[src/rtl/alu_pkg.sv]
// alu_pkg: op codes, FSM states and helpers
// shared by the sequential ALU and its iterative unit
package alu_pkg;

  typedef enum logic [3:0] {
    ALU_ADD   = 4'b0000,
    ALU_SUB   = 4'b0001,
    ALU_AND   = 4'b0010,
    ALU_XOR   = 4'b0011,
    ALU_SLTU  = 4'b0100,
    ALU_SLT   = 4'b0101,
    ALU_OR    = 4'b0110,
    ALU_SLL   = 4'b1000,
    ALU_SRL   = 4'b1001,
    ALU_SRA   = 4'b1010,
    ALU_MUL   = 4'b1100,
    ALU_MULHU = 4'b1101,
    ALU_DIVU  = 4'b1110,
    ALU_REMU  = 4'b1111
  } alu_op_t;

  typedef enum logic [1:0] {
    ST_IDLE = 2'd0,
    ST_ITER = 2'd1,
    ST_DONE = 2'd2
  } alu_state_t;

  localparam int MAX_W = 128;

  // alternating 01 pattern, low w bits set
  function automatic logic [MAX_W-1:0]
    ILLEGAL_PATTERN(input int w);
    logic [MAX_W-1:0] p;
    p = '0;
    for (int i = 0; i < MAX_W; i++)
      p[i] = (i % 2 == 0) && (i < w);
    return p;
  endfunction

  function automatic logic is_iterative(
    input logic [3:0] op
  );
    return op[3:2] == 2'b11;
  endfunction

endpackage

[src/rtl/alu_muldiv_iter.sv]
// alu_muldiv_iter: shift-add multiply and
// restoring divide, one bit per clock
module alu_muldiv_iter
  import alu_pkg::*;
#(
  parameter int WIDTH = 32,
  parameter int SHW   = $clog2(WIDTH)
) (
  input  logic             clk,
  input  logic             rst_n,
  input  logic             start,
  input  logic [1:0]       op,
  input  logic [WIDTH-1:0] a,
  input  logic [WIDTH-1:0] b,
  output logic             done,
  output logic [WIDTH-1:0] result
);

  localparam logic [SHW-1:0] LAST =
    SHW'(WIDTH - 1);

  logic [2*WIDTH-1:0] acc;
  logic [2*WIDTH-1:0] nxt;
  logic [WIDTH-1:0]   opnd;
  logic [1:0]         kind;
  logic [SHW-1:0]     cnt;
  logic               busy;
  logic [WIDTH:0]     addend;
  logic [WIDTH:0]     sum;
  logic [WIDTH:0]     trial;

  assign done = busy && (cnt == LAST);

  // one multiply or divide step on the accumulator
  always_comb begin
    addend = acc[0] ? {1'b0, opnd} : '0;
    sum    = {1'b0, acc[2*WIDTH-1:WIDTH]} + addend;
    trial  = acc[2*WIDTH-1:WIDTH-1]
           - {1'b0, opnd};
    nxt    = acc;
    if (!kind[1])
      nxt = {sum, acc[WIDTH-1:1]};
    else if (!trial[WIDTH])
      nxt = {trial[WIDTH-1:0],
             acc[WIDTH-2:0], 1'b1};
    else
      nxt = {acc[2*WIDTH-2:0], 1'b0};
    result = kind[0] ? nxt[2*WIDTH-1:WIDTH]
                     : nxt[WIDTH-1:0];
  end

  // operand capture and iteration state
  always_ff @(posedge clk or negedge rst_n) begin
    if (!rst_n) begin
      acc  <= '0;
      opnd <= '0;
      kind <= '0;
      cnt  <= '0;
      busy <= 1'b0;
    end else if (start) begin
      acc  <= {{WIDTH{1'b0}},
               op[1] ? a : b};
      opnd <= op[1] ? b : a;
      kind <= op;
      cnt  <= '0;
      busy <= 1'b1;
    end else if (busy) begin
      acc <= nxt;
      cnt <= cnt + 1'b1;
      if (done) busy <= 1'b0;
    end
  end

endmodule

[src/rtl/alu_seq.sv]
// alu_seq: handshaked pipelined ALU with
// registered result and iterative mul/div
module alu_seq
  import alu_pkg::*;
#(
  parameter int WIDTH = 32,
  parameter int SHW   = $clog2(WIDTH)
) (
  input  logic             clk,
  input  logic             rst_n,
  input  logic             in_valid,
  output logic             in_ready,
  input  logic [3:0]       op,
  input  logic [WIDTH-1:0] a_in,
  input  logic [WIDTH-1:0] b_in,
  output logic             out_valid,
  input  logic             out_ready,
  output logic [WIDTH-1:0] result,
  output logic             zero,
  output logic             illegal
);

  localparam logic [MAX_W-1:0] ILL_FULL =
    ILLEGAL_PATTERN(WIDTH);
  localparam logic [WIDTH-1:0] ILL =
    ILL_FULL[WIDTH-1:0];

  alu_state_t       state;
  logic             accept;
  logic             iter_op;
  logic             ill_op;
  logic [WIDTH-1:0] alu_res;
  logic             md_done;
  logic [WIDTH-1:0] md_res;
  logic [SHW-1:0]   sh;

  assign in_ready  = (state == ST_IDLE) ||
                     (state == ST_DONE && out_ready);
  assign out_valid = (state == ST_DONE);
  assign accept    = in_valid && in_ready;
  assign iter_op   = is_iterative(op);
  assign ill_op    = (op == 4'b0111) ||
                     (op == 4'b1011);
  assign sh        = b_in[SHW-1:0];

  // single-cycle datapath
  always_comb begin
    alu_res = ILL;
    unique case (op)
      ALU_ADD:  alu_res = a_in + b_in;
      ALU_SUB:  alu_res = a_in - b_in;
      ALU_AND:  alu_res = a_in & b_in;
      ALU_XOR:  alu_res = a_in ^ b_in;
      ALU_OR:   alu_res = a_in | b_in;
      ALU_SLTU: alu_res =
        WIDTH'(a_in < b_in);
      ALU_SLT:  alu_res =
        WIDTH'($signed(a_in) < $signed(b_in));
      ALU_SLL:  alu_res = a_in << sh;
      ALU_SRL:  alu_res = a_in >> sh;
      ALU_SRA:  alu_res =
        $unsigned($signed(a_in) >>> sh);
      default:  alu_res = ILL;
    endcase
  end

  alu_muldiv_iter #(
    .WIDTH (WIDTH),
    .SHW   (SHW)
  ) u_md (
    .clk    (clk),
    .rst_n  (rst_n),
    .start  (accept && iter_op),
    .op     (op[1:0]),
    .a      (a_in),
    .b      (b_in),
    .done   (md_done),
    .result (md_res)
  );

  // control FSM and output registers
  always_ff @(posedge clk or negedge rst_n) begin
    if (!rst_n) begin
      state   <= ST_IDLE;
      result  <= '0;
      zero    <= 1'b1;
      illegal <= 1'b0;
    end else begin
      unique case (state)
        ST_IDLE, ST_DONE: begin
          if (accept) begin
            if (iter_op) begin
              state <= ST_ITER;
            end else begin
              state   <= ST_DONE;
              result  <= alu_res;
              zero    <= !ill_op &&
                         (alu_res == '0);
              illegal <= ill_op;
            end
          end else if (state == ST_DONE &&
                       out_ready) begin
            state <= ST_IDLE;
          end
        end
        ST_ITER: begin
          if (md_done) begin
            state   <= ST_DONE;
            result  <= md_res;
            zero    <= (md_res == '0);
            illegal <= 1'b0;
          end
        end
        default: state <= ST_IDLE;
      endcase
    end
  end

endmodule
[config.mk]
export PLATFORM = sky130hd
export DESIGN_NAME = alu_seq
export DESIGN_NICKNAME = d
export VERILOG_FILES = /design/src/rtl/alu_pkg.sv /design/src/rtl/alu_muldiv_iter.sv /design/src/rtl/alu_seq.sv
export SDC_FILE = /design/constraint.sdc
export NUM_CORES = 1
export LEC_CHECK = 0
export CAP_MARGIN = 40
export CORE_UTILIZATION = 30
export DETAILED_ROUTE_END_ITERATION = 8
export DONT_BUFFER_PORTS = 1
export HOLD_SLACK_MARGIN = 0.03
export PLACE_DENSITY_LB_ADDON = 0.12
export SYNTH_ARGS = -nofsm -noshare
export SYNTH_HDL_FRONTEND = slang
export SYNTH_HIERARCHICAL = 1
export SYNTH_SLANG_ARGS = --single-unit
[constraint.sdc]
create_clock -name clk -period 4.15 [get_ports clk]
set_clock_uncertainty 0.05 [all_clocks]
set_input_delay 0.415 -clock clk [delete_from_list [all_inputs] [get_ports clk]]
set_output_delay 0.415 -clock clk [all_outputs]
set_load 0.05 [all_outputs]
; Word-level counts from Yosys, hierarchy flattened
; Index checks and enable logic that the tools add are counted.
[totals]
register_bits = 140
inputBits = 72
output_inout_bits = 36
word_cells = 89
[classes]
n_addsub = 5
order_cmp = 2
eq_ne = 19
shift = 3
n_mux = 31
n_bitwise = 3
reduce_logical = 17
[op_table]
columns = operator, n
row1 = one-hot mux 32 bit (10 select lines), 1
row2 = 2-to-1 mux 64 bit, 4
row3 = 2-to-1 mux 32 bit, 7
row4 = logical NOT 32 bit, 2
row5 = < comparator 32 bit, 2
row6 = one-hot mux 32 bit (2 select lines), 1
row7 = adder 32 x 33 -> 33 bit, 1
row8 = subtractor 33 x 32 -> 33 bit, 1
row9 = adder 32 bit, 1
row10 = bitwise AND 32 bit, 1
row11 = bitwise OR 32 bit, 1
row12 = left shift 32 x 5 -> 32 bit, 1
row13 = right shift 32 x 5 -> 32 bit, 1
row14 = >>> shifter 32 x 5 -> 32 bit, 1
row15 = subtractor 32 bit, 1
row16 = XOR 32 bit, 1
row17 = "equality test 4 x 3 -> 1 bit, second input constant", 4
row18 = "equality test 4 bit, second input constant", 4
row19 = 2-to-1 mux 5 bit, 2
row20 = 2-to-1 mux 1 bit, 9
row21 = "equality test 4 x 2 -> 1 bit, second input constant", 2
row22 = 2-to-1 mux 2 bit, 4
row23 = "inequality test 2 bit, second input constant", 3
row24 = "adder 5 x 1 -> 5 bit, second input constant", 1
row25 = 16 further kinds, 24

; Longest topological paths before layout
[logic_depth]
ltp_word = 7
ltp_mapped = 20
depth_no_buf = 18

; Cells and area by module
; Netlist, hierarchy kept.
[modules_own_cells]
columns = mod, n_inst, cells_each, area_per_inst_um2, seq_area_each_um2
row1 = alu_seq, 1, 1562, 11477.3, 902.1
row2 = alu_muldiv_iter, 1, 1280, 10234.8, 2602.5

; Worst setup path after synthesis
; No wires, ideal clock.
[synth_path]
path_type = input-to-reg
from = input port b_in[2]
to = register zero
setup_time_ns = 0.072
arrival_ns = 5.180
required_ns = 4.028
path_slack_ns = -1.151
path_stages = 17
n_path_buf = 4
path_cell_list = inv_1 buf_1 buf_1 clkbuf_1 ha_1 buf_2 or4_1 a21boi_0 o31ai_1 o41ai_1 o41ai_1 a211oi_1 o221ai_1 or4_1 or4_1 or4_1 o21ai_1
[synth_via]
elab_chain_cells = 7
elab_cells_between_ends = 16
cone_classes = 2 x add/sub / 2 x order compare / 3 x shift / 4 x mux / 3 x bitwise / 2 x reduce/logical
[synth_rtl]
columns = element, line
row1 = from (decl), alu_seq.sv:15  ; input logic [WIDTH-1:0] b_in,
row2 = subtractor 32 bit (tied with other cells), alu_seq.sv:51  ; ALU_SUB: alu_res = a_in - b_in;
row3 = one-hot mux 32 bit (10 select lines) (*), alu_seq.sv:49  ; unique case (op)
row4 = logical NOT 32 bit (*), alu_seq.sv:98  ; (alu_res == '0);
row5 = logical AND 1 bit (*), alu_seq.sv:97  ; zero <= !ill_op &&
row6 = 2-to-1 mux 1 bit (*), alu_seq.sv:92  ; if (iter_op) begin
row7 = 2-to-1 mux 1 bit (*), alu_seq.sv:91  ; if (accept) begin
row8 = one-hot mux 1 bit (2 select lines) (*), alu_seq.sv:89  ; unique case (state)
row9 = to (signal assigned), alu_seq.sv:97
row10 = to (signal assigned), alu_seq.sv:110  ; zero <= (md_res == '0);
row11 = to (decl), alu_seq.sv:19  ; output logic zero,
; Every way passes the cells marked *; elsewhere a longest branch is shown, timed or not. The select of a mux whose other input is x is not followed.
; A chain may end at the register's enable or synchronous reset.

; Worst setup path after layout
[layout_path]
from = input port b_in[3]
to = register zero
; Same word-level chain as after synthesis.

==> flow_summary.json <==
{
  "totalWireLength_mm": 122,
  "fmax_mhz": 227,
  "synthFlopType": "dfrtp_1",
  "place_congestion": 1.03,
  "cts_root_buf": "clkbuf_16",
  "ys_types": 106,
  "antenna_found_initial": 4,
  "cts_buffers": 17,
  "wl_per_cell_microns": 28.3,
  "async_flop_share": 1.00,
  "drt_first_iter_violations": 2997,
  "synth_common_cells": "nor2_1, a21oi_1, nand2_1, mux2i_1, ha_1",
  "dp_hpwl_mm": 96.6,
  "core-area_sq_um": 71600,
  "cts_tree": "done",
  "yosysMostFrequentCell": "nor2_1",
  "syn_nets": 3084,
  "hold_path.class": "primary input to flip-flop",
  "hold_violations": 0,
  "syn_avg_cell_area_sq_um": 7.64,
  "critPathLaunchType": "primary input",
  "die_w_microns": 271,
  "cp_max_fo": 71,
  "ys_ff_latch": 140,
  "ir_worst_vdd_mv": 0.447,
  "row_count": 98,
  "status": "complete, but fails checks",
  "power_switching_uw": 11200,
  "gr-usage-all-layers": 0.324,
  "clk_latency_ns": 0.46,
  "setup_viol": 1,
  "yosysSeqAreaShare": 0.161,
  "overflow": 0,
  "die_y_microns": 271,
  "yosys-top-cells-area": "dfrtp_1, ha_1, mux2i_1, a21oi_1, nor2_1",
  "antenna_left": 0,
  "synth.largest_area_cell": "dfrtp_1",
  "syn-cell-area_sq_um": 21700,
  "critPathArrivalTime_ns": 4.75,
  "dr.pass1.iters": 8,
  "start_util": 0.303,
  "maxCapViolations": 0,
  "cp_data_required_time_ns": 4.50,
  "period_minus_slack_ns": 4.40,
  "port_buffers": 0,
  "drc": 0,
  "tightest_slew_ns": 0.913,
  "clockPowerShare": 0.075,
  "num_io_pins": 108,
  "clock-sinks": 140,
  "die_area_sq_um": 73500,
  "slew_viol_final": 0,
  "path_clk_slew_ns": 0.09,
  "p_sw_frac": 0.511,
  "grt_max_degree": 141,
  "comb_power_share": 0.777,
  "yosys.area.top_type_share": 0.160,
  "syn2layout_area_growth_pct": 32.4,
  "violations": "negative setup slack",
  "fin_hold_ws_ns": 0.0787,
  "grt_pass1_vias": 24800,
  "grt_first_pass_wirelength_mm": 176,
  "slew-limit-headroom": 0.375,
  "clockBufferDepth": 2,
  "powerDensity_nw_per_um2": 761,
  "fin_cells": 4316,
  "setup_ws_ns": -0.249,
  "finalCritPeriodShare": 1.06,
  "htreeDepth": 4,
  "worstSetupPathType": "primary input to flip-flop",
  "synth-warning-count": 6,
  "num_vias": 25800,
  "place_inst": 4262,
  "cp-end-kind": "flip-flop",
  "seqPwrFrac": 0.148,
  "antenna_cells": 0,
  "finalNetCount": 3595,
  "drive_above_1_share": 0.282,
  "leakage_uw": 0.0130,
  "synthesis.instances": 2842,
  "synth_edf_count": 0,
  "rsz0062_at_grt": "true",
  "routed_via_density": 5.97,
  "fin_util": 0.401,
  "p_int_uw": 10700
}
==> per-layer routing <==
metal	vias to the layer above	GRT usage	wire length (microns)
met4	0	0.103	4160
li1	11700	-	-
met3	156	0.0526	9850
met2	1251	0.490	52200
met5	-	0	0
met1	12700	0.465	55800
==> cell usage in the layout (no fill, tap or decap), types with 48 or more instances in the layout <==
cell type,Yosys,routed
inv_1,153,147
buf_4,4,677
nand2_1,207,207
a21oi_1,275,274
nor2_1,313,310
and2_1,51,51
mux2i_1,178,172
dfrtp_1,139,135
o21ai_0,151,136
a21o_1,58,57
ha_1,166,152
nor3_1,58,48
nand3_1,56,54
==> power groups by stage <==
stage	combinational, uW	sequential (uW)	clock, uW
finish	17000	3230	1640
global route	18300	3320	1730
CTS	16000	3230	1680
detailed placement	15300	3240	0
global placement	15200	3230	0
floorplan	8330	3020	0
==> timing repair <==
item | CTS | global route
resized for setup | 66 | 74
endpoints found under the setup margin | 26 | 23
hold endpoints to repair | 140 | 0
buffers inserted | 11 | 14
hold buffers | 2 | 0
pin swaps | 27 | 27
==> stage by stage <==
stage	cell area (sq um)	total power, uW	worst slack, ns	setup TNS (ns)
detailed placement	27200	18600	-0.846	-5.31
CTS	28300	20900	-0.183	-0.183
finish	28700	21900	-0.249	-0.249
global placement	27100	18500	-0.868	-4.42
floorplan	22000	11300	-0.283	-0.283
global route	28700	23300	-0.377	-0.718
==> final timing paths <==
check	from	to	slack [ns]	depth (start not counted)
setup / recovery	b_in[3]	zero	-0.25	14
max in group asynchronous	rst_n	u_md/kind[1]	2.75	2
setup reg to reg	u_md/acc[31]	zero	-0.20	19
hold / removal	op[0]	u_md/kind[0]	0.08	2
min in group asynchronous	rst_n	u_md/opnd[24]	0.46	2
hold reg to reg	u_md/cnt[4]	u_md/cnt[4]	0.48	2
==> critical path, cell delays in order <==
cell	delay (ns)
inv_1	0.08
buf_4	0.15
ha_4	0.25
or4_4	0.59
a21boi_2	0.22
o31ai_2	0.15
o41ai_2	0.48
o41ai_1	0.20
a211oi_1	0.25
o221ai_1	0.22
or4_1	0.54
or4_1	0.46
or4_1	0.50
o21ai_1	0.14
==> layout make-up <==
type                            count  area [sq um]
Fill cell                        7504         42900
Multi-Input combinational cell   2341         17400
Timing Repair Buffer              698          5370
Sequential cell                   140          3510
Tap cell                          950          1190
Inverter                          155           593
Clock buffer                       17           425
Clock inverter                     15           199
==> cell families after synthesis <==
kind of cell	synth area share
buffers and inverters	0.0732
flip-flops	0.161
multiplexers	0.148
adder cells (fa/ha/maj)	0.0993
AO/OA/AOI/OAI	0.293
AND/OR/NAND/NOR	0.198
XOR/XNOR	0.0278
==> registers in the layout (all words and copies together), names as in the netlist <==
signal / count
result: 32
zero: 1
u_md/cnt: 5
state: 2
u_md/busy: 1
u_md/opnd: 32
u_md/acc: 64
u_md/kind: 2
illegal: 1
(Power assumes the default switching activity.)
